--- config.mk ---
export PLATFORM = sky130hd
export DESIGN_NAME = servo_setpoint_encoder
export DESIGN_NICKNAME = d
export VERILOG_FILES = /design/src/rtl/servo_setpoint_encoder.sv
export SDC_FILE = /design/constraint.sdc
export NUM_CORES = 1
export LEC_CHECK = 0
export ABC_CLOCK_PERIOD_IN_PS = 4200
export CAP_MARGIN = 10
export CORE_MARGIN = 2
export CORE_UTILIZATION = 45
export DETAILED_ROUTE_END_ITERATION = 10
export PLACE_DENSITY_LB_ADDON = 0.08
export SETUP_SLACK_MARGIN = 0.3
export SKIP_LAST_GASP = 1
export SLEW_MARGIN = 20
export SYNTH_ARGS = -nofsm -noshare
export SYNTH_HDL_FRONTEND = slang
export SYNTH_SLANG_ARGS = --single-unit
--- constraint.sdc ---
create_clock -name clk -period 4.2 [get_ports clk]
set_input_delay 1.26 -clock clk [delete_from_list [all_inputs] [get_ports clk]]
set_output_delay 1.26 -clock clk [all_outputs]
set_load 0.005 [all_outputs]
--- src/rtl/servo_setpoint_encoder.sv ---
// Servo setpoint encoder: debounced quadrature encoder plus a push button that toggles
// an automatic 0..MAX_POS sweep, producing a saturated 8-bit setpoint for the PWM stage.

module servo_setpoint_encoder #(
    parameter int DEBOUNCE_CYCLES = 1000,
    parameter int MAX_POS         = 40,
    parameter int CENTER          = 20,
    parameter int SWEEP_DIV       = 200000
) (
    input  logic       clk,
    input  logic       rst_n,
    input  logic       enc_a,
    input  logic       enc_b,
    input  logic       btn,
    output logic [7:0] position,
    output logic       pos_changed,
    output logic       sweep_active,
    output logic       enc_error
);

    localparam int DB_W = (DEBOUNCE_CYCLES > 1) ? $clog2(DEBOUNCE_CYCLES) : 1;
    localparam int SW_W = $clog2(SWEEP_DIV);
    localparam logic [DB_W-1:0] DB_LAST    = DB_W'(DEBOUNCE_CYCLES - 1);
    localparam logic [DB_W-1:0] DB_ONE     = DB_W'(32'd1);
    localparam logic [SW_W-1:0] SW_LAST    = SW_W'(SWEEP_DIV - 1);
    localparam logic [SW_W-1:0] SW_ONE     = SW_W'(32'd1);
    localparam logic [7:0]      POS_MAX    = 8'(MAX_POS);
    localparam logic [7:0]      POS_CENTER = 8'(CENTER);

    typedef enum logic [0:0] {
        MODE_MANUAL = 1'b0,
        MODE_SWEEP  = 1'b1
    } mode_e;

    // Bit order for the three raw inputs: {A, B, button}
    logic [2:0]      raw_s;
    logic [2:0]      sync1_r;
    logic [2:0]      sync2_r;
    logic [2:0]      deb_r;
    logic [2:0]      deb_next_s;
    logic [DB_W-1:0] cnt_r      [3];
    logic [DB_W-1:0] cnt_next_s [3];

    logic [1:0]      ab_old_s;
    logic [1:0]      ab_new_s;
    logic            step_up_s;
    logic            step_dn_s;
    logic            enc_illegal_s;
    logic            btn_rise_s;

    mode_e           mode_r;
    mode_e           mode_next_s;
    logic            sweep_active_next_s;

    logic [SW_W-1:0] div_r;
    logic [SW_W-1:0] div_next_s;
    logic            dir_up_r;
    logic            dir_up_next_s;
    logic            sweep_up_s;
    logic            sweep_dir_up_s;
    logic [7:0]      sweep_pos_s;
    logic [7:0]      pos_r;
    logic [7:0]      pos_next_s;
    logic            pos_changed_r;
    logic            enc_error_r;
    logic            sweep_active_r;

    assign raw_s = {enc_a, enc_b, btn};

    // Two-flop synchronizers for the asynchronous raw inputs
    always_ff @(posedge clk or negedge rst_n) begin
        if (!rst_n) begin
            sync1_r <= 3'b000;
            sync2_r <= 3'b000;
        end else begin
            sync1_r <= raw_s;
            sync2_r <= sync1_r;
        end
    end

    // Per-input debounce: the level must disagree for DEBOUNCE_CYCLES cycles in a row
    always_comb begin
        deb_next_s = deb_r;
        for (int i = 0; i < 3; i++) begin
            cnt_next_s[i] = cnt_r[i];
        end
        for (int i = 0; i < 3; i++) begin
            if (sync2_r[i] == deb_r[i]) begin
                cnt_next_s[i] = {DB_W{1'b0}};
            end else if (cnt_r[i] == DB_LAST) begin
                cnt_next_s[i] = {DB_W{1'b0}};
                deb_next_s[i] = sync2_r[i];
            end else begin
                cnt_next_s[i] = cnt_r[i] + DB_ONE;
            end
        end
    end

    // Debounced levels and their stability counters
    always_ff @(posedge clk or negedge rst_n) begin
        if (!rst_n) begin
            deb_r <= 3'b000;
            for (int i = 0; i < 3; i++) begin
                cnt_r[i] <= {DB_W{1'b0}};
            end
        end else begin
            deb_r <= deb_next_s;
            for (int i = 0; i < 3; i++) begin
                cnt_r[i] <= cnt_next_s[i];
            end
        end
    end

    // Edge detection on the debounced levels; acting on the update lets position follow in the same edge
    always_comb begin
        ab_old_s      = deb_r[2:1];
        ab_new_s      = deb_next_s[2:1];
        enc_illegal_s = ((ab_old_s ^ ab_new_s) == 2'b11);
        step_up_s     = (ab_old_s == 2'b10) && (ab_new_s == 2'b00);
        step_dn_s     = (ab_old_s == 2'b01) && (ab_new_s == 2'b00);
        btn_rise_s    = ~deb_r[0] & deb_next_s[0];
    end

    // Mode state register
    always_ff @(posedge clk or negedge rst_n) begin
        if (!rst_n) begin
            mode_r <= MODE_MANUAL;
        end else begin
            mode_r <= mode_next_s;
        end
    end

    // Mode next-state: each debounced button press toggles
    always_comb begin
        mode_next_s = mode_r;
        case (mode_r)
            MODE_MANUAL: begin
                if (btn_rise_s) begin
                    mode_next_s = MODE_SWEEP;
                end else begin
                    mode_next_s = MODE_MANUAL;
                end
            end
            MODE_SWEEP: begin
                if (btn_rise_s) begin
                    mode_next_s = MODE_MANUAL;
                end else begin
                    mode_next_s = MODE_SWEEP;
                end
            end
            default: mode_next_s = MODE_MANUAL;
        endcase
    end

    // Mode output decode, taken from the next state so the registered flag aligns with the mode
    always_comb begin
        case (mode_next_s)
            MODE_SWEEP:  sweep_active_next_s = 1'b1;
            MODE_MANUAL: sweep_active_next_s = 1'b0;
            default:     sweep_active_next_s = 1'b0;
        endcase
    end

    // Sweep step candidate: bounce off either end instead of overshooting
    always_comb begin
        sweep_up_s  = dir_up_r ? (pos_r < POS_MAX) : (pos_r == 8'd0);
        sweep_pos_s = sweep_up_s ? (pos_r + 8'd1) : (pos_r - 8'd1);
        if (sweep_up_s) begin
            sweep_dir_up_s = (sweep_pos_s != POS_MAX);
        end else begin
            sweep_dir_up_s = (sweep_pos_s == 8'd0);
        end
    end

    // Position, sweep divider and direction next-state; a button edge consumes the cycle
    always_comb begin
        pos_next_s    = pos_r;
        div_next_s    = div_r;
        dir_up_next_s = dir_up_r;
        if (btn_rise_s) begin
            div_next_s = {SW_W{1'b0}};
        end else if (mode_r == MODE_SWEEP) begin
            if (div_r == SW_LAST) begin
                div_next_s    = {SW_W{1'b0}};
                pos_next_s    = sweep_pos_s;
                dir_up_next_s = sweep_dir_up_s;
            end else begin
                div_next_s = div_r + SW_ONE;
            end
        end else if (step_up_s && (pos_r < POS_MAX)) begin
            pos_next_s = pos_r + 8'd1;
        end else if (step_dn_s && (pos_r != 8'd0)) begin
            pos_next_s = pos_r - 8'd1;
        end else begin
            pos_next_s = pos_r;
        end
    end

    // Datapath and output registers
    always_ff @(posedge clk or negedge rst_n) begin
        if (!rst_n) begin
            pos_r          <= POS_CENTER;
            div_r          <= {SW_W{1'b0}};
            dir_up_r       <= 1'b1;
            pos_changed_r  <= 1'b0;
            enc_error_r    <= 1'b0;
            sweep_active_r <= 1'b0;
        end else begin
            pos_r          <= pos_next_s;
            div_r          <= div_next_s;
            dir_up_r       <= dir_up_next_s;
            pos_changed_r  <= (pos_next_s != pos_r);
            enc_error_r    <= enc_illegal_s;
            sweep_active_r <= sweep_active_next_s;
        end
    end

    assign position     = pos_r;
    assign pos_changed  = pos_changed_r;
    assign enc_error    = enc_error_r;
    assign sweep_active = sweep_active_r;

endmodule

Yosys cells after proc, flatten, opt, wreduce, memory -nomap -nowiden --
Index checks and enable logic that the tools add are counted.
Cells by class: bitwise gates (word level) 6, reductions and logical operators 10, order comparisons 1, $add $sub $neg 6, equal/unequal tests 12, mux-type cells 27
Operators by type and width (count):
- 2-to-1 mux 10 bit | 6
- 2-to-1 mux 18 bit | 3
- 2-to-1 mux 8 bit | 6
- adder 10 x 1 -> 10 bit, second input constant | 3
- equality test 10 bit, second input constant | 3
- adder 18 x 1 -> 18 bit, second input constant | 1
- equality test 18 bit, second input constant | 1
- logical NOT 8 bit | 2
- 2-to-1 mux 1 bit | 10
- adder 8 x 1 -> 8 bit, second input constant | 1
- less-than comparator 8 x 6 -> 1 bit, second input constant | 1
- inequality test 8 x 6 -> 1 bit, second input constant | 1
- inequality test 8 bit | 1
- nonzero test 8 bit | 1
- subtractor 8 x 1 -> 8 bit, second input constant | 1
- equality test 2 bit, second input constant | 2
- logical AND 1 bit | 4
- inverter 1 bit | 4
- one-hot mux 1 bit (2 select lines) | 2
- equality test 1 bit | 3
- AND reduction 3 bit | 1
- equality test 2 x 1 -> 1 bit, second input constant | 1
- logical NOT 2 bit | 1
- nonzero test 2 bit | 1
- other kinds (2) | 2
Word-level totals: logic and storage cells 75, bits of input ports 5, output and inout port bits 11, flip-flop bits (word level) 70

Longest topological paths before layout --
depth in word-level cells 11, depth in mapped cells 11, mapped depth without buffers 9

Least setup slack after synthesis --
OpenSTA, ideal clock, no wires.
path type reg2reg, start register cnt_r[20] (netlist bit), end register div_r[7], required time 4.117 ns, arrival time 2.414 ns, stages on the path, launching flop included 11, setup slack 1.704 ns, library setup time 0.083 ns, cells stage by stage dfrtp_1 ha_1 nand4b_1 nor4_2 inv_1 ha_1 clkbuf_1 nor3_1 clkbuf_1 nand3_1 o21ai_0
Between the ends: cells in the longest elaborated chain, start to end 5, elaborated cells on any way between the ends 6
Ends and longest elaborated chain:
- start: declaration | line 41 | logic [DB_W-1:0] cnt_r [3];
- start signal: indexed assignment | line 104 | cnt_r[i] <= {DB_W{1'b0}};
- start signal: indexed assignment | line 109 | cnt_r[i] <= cnt_next_s[i];
- equality test 10 bit * | line 90 | end else if (cnt_r[i] == DB_LAST) begin
- 2-to-1 mux 1 bit * | line 90
- 2-to-1 mux 1 bit * | line 88 | if (sync2_r[i] == deb_r[i]) begin
- bitwise AND 1 bit * | line 121 | btn_rise_s = ~deb_r[0] & deb_next_s[0];
- 2-to-1 mux 18 bit / nonzero test 2 bit (equally long branches)
- end signal: assignment | line 203 | div_r <= {SW_W{1'b0}};
- end signal: assignment | line 210 | div_r <= div_next_s;
- end: declaration | line 55 | logic [SW_W-1:0] div_r;
Mark *: on every way between the ends. The rest lies on a longest branch, timed or not. A chain may end at the register's enable or synchronous reset.

Worst setup path in the final report --
start register cnt_r[20] (netlist bit), end register div_r[12]
Same word-level chain as after synthesis.

==> qor.json <==
{
  "synth": {
    "flip_flop_cell_with_the_highest_count_after_synthesis": "sky130_fd_sc_hd__dfrtp_1",
    "synth.largest_area_cell": "sky130_fd_sc_hd__dfrtp_1",
    "yosys_register_bits": 69,
    "synth-edff-count": 0,
    "synth.top_cells.by_area": "sky130_fd_sc_hd__dfrtp_1, sky130_fd_sc_hd__nor2_1, sky130_fd_sc_hd__xnor2_1, sky130_fd_sc_hd__nand3_1, sky130_fd_sc_hd__o21ai_0",
    "yosysUniqueCellTypes": 59,
    "post_synthesis_cell_count": 421,
    "yosysSeqAreaShare": 0.446,
    "synthesis.nets": 435,
    "synth_commonest_cells": "sky130_fd_sc_hd__dfrtp_1, sky130_fd_sc_hd__nor2_1, sky130_fd_sc_hd__nand2_1",
    "synth.most_common_cell": "sky130_fd_sc_hd__dfrtp_1",
    "synth_top_area_share": 0.426,
    "avgSynthCellArea_sq_um": 9.21,
    "postSynth.asyncResetShare": 1.00,
    "post_synth_instance_area_sq_um": 3880,
    "synth.yosys.warnings": 0
  },
  "setup_path": {
    "worst_ep_required_time_ps": 4460,
    "cp_max_fo": 20,
    "worst_setup_path_end_kind": "flop",
    "critical_path.startpoint_type": "flop",
    "worst_r2r_startpoint": "cnt_r[20]$_DFF_PN0_",
    "ff2ff_path_depth": 9,
    "rr_endpoint": "div_r[12]$_DFFE_PN0P_",
    "reg2reg_setup_slack_ps": 1180,
    "crit_path_end": "div_r[12]$_DFFE_PN0P_",
    "setup.worst_path.class": "flop to flop",
    "cp-startpoint": "cnt_r[20]$_DFF_PN0_",
    "worst_ep_arrival_time_ps": 3280
  },
  "pwr": {
    "power_per_cell_area_nw_per_um2": 305,
    "power_switching_share": 0.226,
    "comb_power_share": 0.028,
    "power_frac_seq": 0.518,
    "intPower_mw": 1.02,
    "clockPowerShare": 0.453,
    "power.leakage_nw": 1.80,
    "power.net_switching_mw": 0.297,
    "vdd.ir_drop.worst_mv": 0.170
  },
  "layout": {
    "regArea_sq_um": 1730,
    "final_layout_size_suffix_gt1_frac": 0.0734,
    "fill_cells": 781,
    "layout.nets": 446,
    "layout_stage_area_growth_over_the_synthesis_result_pct": 11.2,
    "insertedDiodeCount": 0,
    "multi_input_area_sq_um": 2020
  },
  "global_route": {
    "grt_max_degree": 37,
    "grt_util_met3": 0.0368,
    "vias_in_the_first_global_route": 2995,
    "grt_antenna_before_repair": 0,
    "grt.overflow.total": 0,
    "grt_pass1_wl_microns": 14000,
    "grtUsageMet2": 0.289,
    "grt-busiest-layer": "met2",
    "track_usage": 0.180,
    "met1_usage": 0.241
  },
  "min_path": {
    "holdCritStartpoint": "sync1_r[0]$_DFF_PN0_",
    "holdCritPathClass": "flop to flop"
  },
  "route": {
    "post_drt_via_cell_ratio": 5.74,
    "totalWireLength_microns": 7970,
    "wl_per_cell_microns": 14.7,
    "drt_first_pass_iters": 4,
    "detailroute.via_count": 3105,
    "postRouteAntennaNets": 0,
    "detail_route.drc_violations": 0,
    "drt-initial-drc-count": 119
  },
  "timing": {
    "fmax_ghz": 0.331,
    "setup_viol_count_final": 0,
    "fin_tns_setup_ps": 0,
    "unrepaired_setup_endpoints_after_global_routing": "no",
    "timing.final.hold_violations": 0,
    "final-max-slew-violation-count": 0,
    "fin_worst_hold_slack_ps": 351,
    "layout_worst_path_cycle_share": 0.720,
    "max-slew-margin-rel": 0.424,
    "fin_skew_ps": 7.66,
    "finalCriticalPeriod_ps": 3020,
    "tightestPinTransition_ps": 860
  },
  "clocking": {
    "ctsHtreeMaxLevel": 3,
    "cts.repair_timing.setup_buffer_count": 0,
    "cts_inserted_buffers": 9,
    "postCtsHoldBufs": 0,
    "path_clk_slew_ps": 80,
    "ctsLongestPathBuffers": 2,
    "tritoncts_clock_tree": "built",
    "cts.root.buffer_cell": "sky130_fd_sc_hd__clkbuf_8",
    "cts_repair_resize_count": 0,
    "clkLatencyLatePin_ps": 350,
    "clkSinkCount": 69
  },
  "place": {
    "gpl.final_weighted_congestion": 0.871,
    "port_buffers": 15,
    "dp_hpwl_microns": 5580
  },
  "floorplanning": {
    "fp.dieH_microns": 96.8,
    "core_sq_um": 8300,
    "die_area_sq_um": 9380,
    "dieWidth_microns": 96.8,
    "core.rowCount": 33,
    "ioPinCount": 16,
    "starting_density_of_the_core": 0.467
  },
  "job": {
    "cap_violations": 0
  },
  "run_status": {
    "result_of_the_run": "finished clean"
  }
}
## cell families (layout without fill, tap and decap cells)
kind of cell / Yosys count / after routing / share of synthesized area
simple gates: 189 / 189 / 0.260
compound gates: 80 / 80 / 0.126
flops: 69 / 69 / 0.446
xor+xnor: 37 / 37 / 0.0835
buf+inv: 29 / 44 / 0.0326
fa+ha+maj: 9 / 9 / 0.0290
mux: 8 / 8 / 0.0226
## worst max-delay path: stages (launching register included)
cell and delay, ps:
sky130_fd_sc_hd__dfrtp_1 390, sky130_fd_sc_hd__ha_1 270, sky130_fd_sc_hd__nand4b_1 200, sky130_fd_sc_hd__nor4_2 470, sky130_fd_sc_hd__inv_1 170, sky130_fd_sc_hd__ha_1 450, sky130_fd_sc_hd__a211o_1 540, sky130_fd_sc_hd__a31oi_1 240
sky130_fd_sc_hd__o21ai_0 100, sky130_fd_sc_hd__o31ai_1 90
## power by group through the flow
stage                     combinational, mW  clock [mW]  sequential [mW]
after floorplan                      0.0171           0            0.693
after global routing                 0.0444       0.644            0.684
after detailed placement             0.0397           0            0.695
final                                0.0374       0.597            0.682
after CTS                            0.0398       0.616            0.682
after global placement               0.0391           0            0.695
## per-stage QoR
stage,instances,area (sq um),util,power (mW),worst slack [ps]
6_report,541,4310,0.520,1.32,1180
5_1_grt,541,4310,0.520,1.37,842
4_1_cts,541,4310,0.520,1.34,1150
3_5_place_dp,526,4100,0.494,0.735,1180
3_3_place_gp,526,4100,0.494,0.734,1270
2_1_floorplan,421,3880,-,0.711,1700
## layout make-up
cell class	count	share of cell area
Inverter	12	0.0104
Tap cell	105	0.0305
Multi-Input combinational cell	323	0.469
Timing Repair Buffer	17	0.0400
Clock inverter	6	0.0203
Sequential cell	69	0.401
Clock buffer	9	0.0287
## sequential cells by signal, indices dropped and copies added, names as in the netlist
register     flops
sync1_r          3
enc_error        1
position         8
sync2_r          3
deb_r            3
pos_changed      1
mode_r           1
dir_up_r         1
div_r           18
cnt_r           30
## how the worst min path moves through the flow
| stage | to | slack (ps) | cells past startpoint |
|---|---|---|---|
| after global placement | sync2_r[0]$_DFF_PN0_ | 330 | 0 |
| after global routing | sync2_r[2]$_DFF_PN0_ | 360 | 0 |
| after detailed placement | sync2_r[0]$_DFF_PN0_ | 340 | 0 |
| after CTS | sync2_r[0]$_DFF_PN0_ | 350 | 0 |
| after floorplan | sync2_r[0]$_DFF_PN0_ | 330 | 0 |
| final | sync2_r[0]$_DFF_PN0_ | 350 | 0 |
## per-layer routing
metal / routed length (microns) / share of wire / vias up
met5: 0 / 0 / -
met4: 119 / 0.015 / 0
met3: 280 / 0.035 / 12
met2: 3680 / 0.46 / 60
met1: 3890 / 0.49 / 1499
li1: - / - / 1534
## placed cells by master (no fill, tap or decap), types with 4 or more instances in the layout
cell type	synthesis	layout
sky130_fd_sc_hd__mux2i_1	5	5
sky130_fd_sc_hd__nor4_1	6	6
sky130_fd_sc_hd__o21ai_0	30	30
sky130_fd_sc_hd__a21oi_1	12	12
sky130_fd_sc_hd__nor2_1	52	52
sky130_fd_sc_hd__o21ai_1	8	8
sky130_fd_sc_hd__a31oi_1	6	6
sky130_fd_sc_hd__nand4_1	7	7
sky130_fd_sc_hd__clkdlybuf4s50_1	0	14
sky130_fd_sc_hd__o31ai_1	4	4
sky130_fd_sc_hd__nor3_1	10	10
sky130_fd_sc_hd__xor2_1	17	17
sky130_fd_sc_hd__or3_1	4	4
sky130_fd_sc_hd__clkbuf_8	0	9
sky130_fd_sc_hd__dfrtp_1	66	66
sky130_fd_sc_hd__nor4b_1	6	6
sky130_fd_sc_hd__and3_1	13	13
sky130_fd_sc_hd__nand2_1	34	34
sky130_fd_sc_hd__inv_1	11	11
sky130_fd_sc_hd__ha_1	9	9
sky130_fd_sc_hd__xnor2_1	20	20
sky130_fd_sc_hd__nand3_1	32	32
No activity file was read; power rests on OpenSTA's default activity.
